`src/rtl/mem_access.sv`:
```
// mem_access: memory-access stage downstream of execute.
//   Registers execute results into one-cycle commit strobes (register
//   writeback, CPSR update, PC redirect). Performs load/store transactions on
//   the data-memory req/ack port, and aborts a transaction if mem_req stays
//   high for MEM_TIMEOUT edges without an ack.
// Ports:
//   clk, reset_n         clock (rising edge), async active-low reset
//   in_valid / in_ready  execute handshake; in_ready is high only in IDLE
//   result, cpsr_in, taken, rd_num, rd_val, md, is_*_op   execute outputs
//   mem_req/we/addr/wdata, mem_ack, mem_rdata             data-memory port
//   wb_en/wb_rd_num/wb_rd_val                             register writeback
//   cpsr_we/cpsr_out                                      CPSR update
//   pc_we/pc_target                                       PC redirect
//   mem_err                                               timeout abort pulse
module mem_access #(
  parameter int unsigned MEM_TIMEOUT = 16
) (
  input  logic        clk,
  input  logic        reset_n,
  input  logic        in_valid,
  output logic        in_ready,
  input  logic [31:0] result,
  input  logic [31:0] cpsr_in,
  input  logic        taken,
  input  logic [3:0]  rd_num,
  input  logic [31:0] rd_val,
  input  logic [31:0] md,
  input  logic        is_alu_op,
  input  logic        is_cmp_op,
  input  logic        is_jmp_op,
  input  logic        is_ld_op,
  input  logic        is_str_op,
  output logic        mem_req,
  output logic        mem_we,
  output logic [31:0] mem_addr,
  output logic [31:0] mem_wdata,
  input  logic        mem_ack,
  input  logic [31:0] mem_rdata,
  output logic        wb_en,
  output logic [3:0]  wb_rd_num,
  output logic [31:0] wb_rd_val,
  output logic        cpsr_we,
  output logic [31:0] cpsr_out,
  output logic        pc_we,
  output logic [31:0] pc_target,
  output logic        mem_err
);

  typedef enum logic {IDLE, MEM} state_t;

  state_t     state_q, state_d;
  logic [7:0] tmo_cnt;
  logic [3:0] ld_rd;
  logic       accept;
  logic       acc_mem, acc_alu, acc_cmp, acc_jmp;
  logic       mem_done, mem_tmo;
  logic       unused_cpsr_hi;

  // Only nzcv is architecturally meaningful.
  always_comb unused_cpsr_hi = ^cpsr_in[31:4];

  // State register
  always_ff @(posedge clk or negedge reset_n) begin
    if (!reset_n) state_q <= IDLE;
    else          state_q <= state_d;
  end

  // Decode: handshake, class priority ld > str > alu > cmp > jmp, completion.
  always_comb begin
    in_ready = (state_q == IDLE);
    accept   = in_valid && in_ready;
    acc_mem  = accept && (is_ld_op || is_str_op);
    acc_alu  = accept && !is_ld_op && !is_str_op && is_alu_op;
    acc_cmp  = accept && !is_ld_op && !is_str_op && !is_alu_op && is_cmp_op;
    acc_jmp  = accept && !is_ld_op && !is_str_op && !is_alu_op && !is_cmp_op &&
               is_jmp_op && taken;
    mem_done = (state_q == MEM) && mem_req && mem_ack;
    // Ack on the same edge the count would expire wins over the abort.
    mem_tmo  = (state_q == MEM) && mem_req && !mem_ack &&
               (tmo_cnt == 8'(MEM_TIMEOUT - 1));
  end

  // Next state
  always_comb begin
    state_d = state_q;
    case (state_q)
      IDLE:    if (acc_mem) state_d = MEM;
      MEM:     if (mem_done || mem_tmo) state_d = IDLE;
      default: state_d = IDLE;
    endcase
  end

  // Registered outputs: strobes default low, data outputs hold.
  always_ff @(posedge clk or negedge reset_n) begin
    if (!reset_n) begin
      mem_req   <= 1'b0;
      mem_we    <= 1'b0;
      mem_addr  <= '0;
      mem_wdata <= '0;
      wb_en     <= 1'b0;
      wb_rd_num <= '0;
      wb_rd_val <= '0;
      cpsr_we   <= 1'b0;
      cpsr_out  <= '0;
      pc_we     <= 1'b0;
      pc_target <= '0;
      mem_err   <= 1'b0;
      tmo_cnt   <= '0;
      ld_rd     <= '0;
    end else begin
      wb_en   <= 1'b0;
      cpsr_we <= 1'b0;
      pc_we   <= 1'b0;
      mem_err <= 1'b0;

      if (acc_mem) begin
        mem_req   <= 1'b1;
        mem_we    <= !is_ld_op;
        mem_addr  <= md;
        mem_wdata <= is_ld_op ? '0 : rd_val;
        ld_rd     <= rd_num;
        tmo_cnt   <= '0;
      end

      if (acc_alu) begin
        wb_en     <= 1'b1;
        wb_rd_num <= rd_num;
        wb_rd_val <= result;
      end

      if (acc_cmp) begin
        cpsr_we  <= 1'b1;
        cpsr_out <= {28'd0, cpsr_in[3:0]};
      end

      if (acc_jmp) begin
        pc_we     <= 1'b1;
        pc_target <= md;
      end

      if (mem_done) begin
        mem_req <= 1'b0;
        if (!mem_we) begin
          wb_en     <= 1'b1;
          wb_rd_num <= ld_rd;
          wb_rd_val <= mem_rdata;
        end
      end else if (mem_tmo) begin
        mem_req <= 1'b0;
        mem_err <= 1'b1;
      end else if (state_q == MEM) begin
        tmo_cnt <= tmo_cnt + 8'd1;
      end
    end
  end

endmodule

```
`config.mk`:
```
export PLATFORM = sky130hd
export DESIGN_NAME = mem_access
export DESIGN_NICKNAME = d
export VERILOG_FILES = /design/src/rtl/mem_access.sv
export SDC_FILE = /design/constraint.sdc
export NUM_CORES = 1
export LEC_CHECK = 0
export ABC_AREA = 1
export ABC_CLOCK_PERIOD_IN_PS = 1270
export BUFFER_PORTS_ARGS = -buffer_cell sky130_fd_sc_hd__clkbuf_2
export CAP_MARGIN = 20
export CORE_AREA = 2 2 132 134
export CTS_BUF_LIST = sky130_fd_sc_hd__clkbuf_4 sky130_fd_sc_hd__clkbuf_8 sky130_fd_sc_hd__clkbuf_16
export CTS_CLUSTER_SIZE = 10
export DETAILED_ROUTE_END_ITERATION = 10
export DIE_AREA = 0 0 134 136
export PLACE_DENSITY = 0.8
export SKIP_CTS_REPAIR_TIMING = 1
export SLEW_MARGIN = 10
export SYNTH_ARGS = -nofsm -noshare
export SYNTH_HDL_FRONTEND = slang
export SYNTH_SLANG_ARGS = --single-unit
```
`constraint.sdc`:
```
create_clock -name clk -period 1.27 [get_ports clk]
set_input_delay 0.1905 -clock clk [delete_from_list [all_inputs] [get_ports clk]]
set_output_delay 0.1905 -clock clk [all_outputs]
set_load 0.03 [all_outputs]
```
==> results.tsv <==
metric	value	unit
Fin. Hold Viols	3	
nature of the critical path endpoint	flip-flop	
IO Pins	345	
Peak VDD IR	1.51	mV
fin crit share	115	%
WL met3	1870	um
Syn Area/Cell	8.44	um2
RSZ-0062 raised after global routing	true	
DR top layer	met4	
TritonCTS clock tree	yes	
Core Area	0.0169	mm2
CTS Buf Count	17	
# H-tree levels	4	
Clk pin slew, worst setup/hold paths	60	ps
Setup TNS Final	-16660	ps
WL/cell	16.5	um
Final Instance Area	0.0112	mm2
critical path class	flip-flop to flip-flop	
CP Cell Sequence	buf_6 > inv_6 > nand3_4 > buf_12 > clkbuf_16 > nand2_1 > o21ai_0	
residual DRC count	0	
final setup margin	-189	ps
CTS Sinks	155	
initial antenna violation count	0	
metal2 WL	12200	um
dpl cell area	0.00892	mm2
M1 WL	9240	um
detailed router's first-iteration violation count	352	
first-pass iteration count of the detailed router	5	
nature of the critical path startpoint	flip-flop	
most frequent cells in the layout	clkbuf_2, nand2_1, dfrtp_1, inv_1, nand2_2	
DP Wirelength	14400	um
DIE AREA	0.0182	mm2
Die Width	134	um
Max Root-Sink Buffers	2	
Setup Slack @ Placement	-178	ps
remaining global-route overflow	0	
Hold WS	-7.75	ps
critical-path maximum fanout	14	
critical path data arrival time	1760	ps
Syn Std Cell Area	0.00695	mm2
worst clock skew	12.9	ps
Final setup viols	153	
worst hold path type	input port to flip-flop	
Post-DRT Antenna Nets	0	
root buf cell	clkbuf_16	
status	finished, violations left	
post-synthesis register bit count	155	
largest net degree at the start of global routing	65	
Rows	48	
RePlAce Congestion	0.840	
Max Clock Freq	685	MHz
# nets final	1382	
Slew Viols, Final	0	
leakage power	6.15	nW
post-synth cell types	27	
failing checks	negative hold slack, negative setup slack	
power density cells	2340	mW/mm2
Crit-path slowest cell	dfrtp_2	
first-pass GRT wire length	29900	um
final WL	23800	um
post-synthesis sequential area ratio	55.8	%
Via Count	6973	
P&R area growth vs syn	61.5	%
CP max stage delay	440	ps
Max-Cap Viols	0	
Critical Path RT	1570	ps
Die Y-Extent	136	um
Period minus WS final	1460	ps
number of global-route vias before repair	5871	
Clk Latency, worst-skew pair	420	ps
GR Util All Layers	21.0	%
share of cells above drive strength 1	46.7	%
most common cell after layout, fill and taps aside	clkbuf_2	
yosys warns	0	
drt via density	4.83	
Ant. Diodes	0	
Post-Syn Instances	824	
# fillers	1225	
port bufs	288	
Starting Density	41.2	%
==> state kept, by name, indices dropped and copies added, names as in the netlist <==
name       flops
wb_en          1
mem_wdata     32
ld_rd          4
pc_we          1
mem_addr      32
mem_we         1
mem_err        1
wb_rd_num      4
state_q        1
mem_req        1
cpsr_we        1
wb_rd_val     32
cpsr_out       4
tmo_cnt        8
pc_target     32
==> cell usage after synthesis (all sizes together) <==
cell type	count	area share, %
o21a	1	0.11
nor3	3	0.29
buf	59	5.6
o21ai	101	7.3
nor2	11	0.63
clkbuf	15	0.81
nand2	287	16
dfrtp	155	56
nand3b	33	3.6
xor2	1	0.13
inv	88	4.8
nand3	63	4.7
and3b	1	0.13
ha	1	0.18
conb	1	0.054
clkinv	1	0.072
nand4	3	0.27
==> layout make-up <==
type	count	area, um2	area share, %
Clock buffer	18	439	3.91
Clock inverter	13	180	1.60
Inverter	89	352	3.13
Multi-Input combinational cell	533	3050	27.2
Sequential cell	155	3880	34.6
Tap cell	225	282	2.51
Timing Repair Buffer	411	3040	27.1
==> cell families after synthesis <==
family,after synthesis,share of synthesized area [%]
buf+inv,163,11.2
compound gates,102,7.38
simple gates,401,25.2
xor+xnor,1,0.126
flops,155,55.8
fa+ha+maj,1,0.180
other cells,1,0.0539
==> metal layers <==
layer  vias to the layer above  GRT usage [%]
met2                       327           34.3
met4                         0           8.63
met1                      3303           25.9
li1                       3311              -
met3                        32           6.52
met5                         -              0
==> path summary, 6_finish.rpt <==
kind,cells past startpoint,slack (ps),from,to
setup / recovery,7,-190,state_q$_DFF_PN0_,mem_addr[19]$_DFFE_PN0P_
hold / removal,3,-8,mem_rdata[18],wb_rd_val[18]$_DFF_PN0_
setup reg to reg,7,-190,state_q$_DFF_PN0_,mem_addr[19]$_DFFE_PN0P_
hold reg to reg,2,480,ld_rd[3]$_DFFE_PN0P_,wb_rd_num[3]$_DFF_PN0_
max in group asynchronous,3,490,reset_n,pc_target[23]$_DFFE_PN0P_
min in group asynchronous,2,210,reset_n,wb_rd_val[1]$_DFF_PN0_
==> through the flow <==
| step | total power (W) | utilization [%] | std cells |
|---|---|---|---|
| floorplan | 0.0147 | - | 851 |
| global placement | 0.0181 | 52.9 | 1345 |
| detailed placement | 0.0183 | 52.9 | 1345 |
| CTS | 0.0238 | 56.5 | 1376 |
| global route | 0.0276 | 66.5 | 1444 |
| finish | 0.0262 | 66.5 | 1444 |
==> critical path, delay by kind of cell, from the launching register on <==
family,cells,cell delay [ps]
buffers and inverters,4,590
DFF,1,440
and+or+nand+nor,2,230
AOI/OAI and AO/OA,1,70
==> report_power, final <==
part	switching, W	total, W	internal [W]
clock	0.00220	0.00540	0.00320
combinational	0.00790	0.0125	0.00455
sequential	0.00151	0.00839	0.00688
No activity file was read; power rests on OpenSTA's default activity.
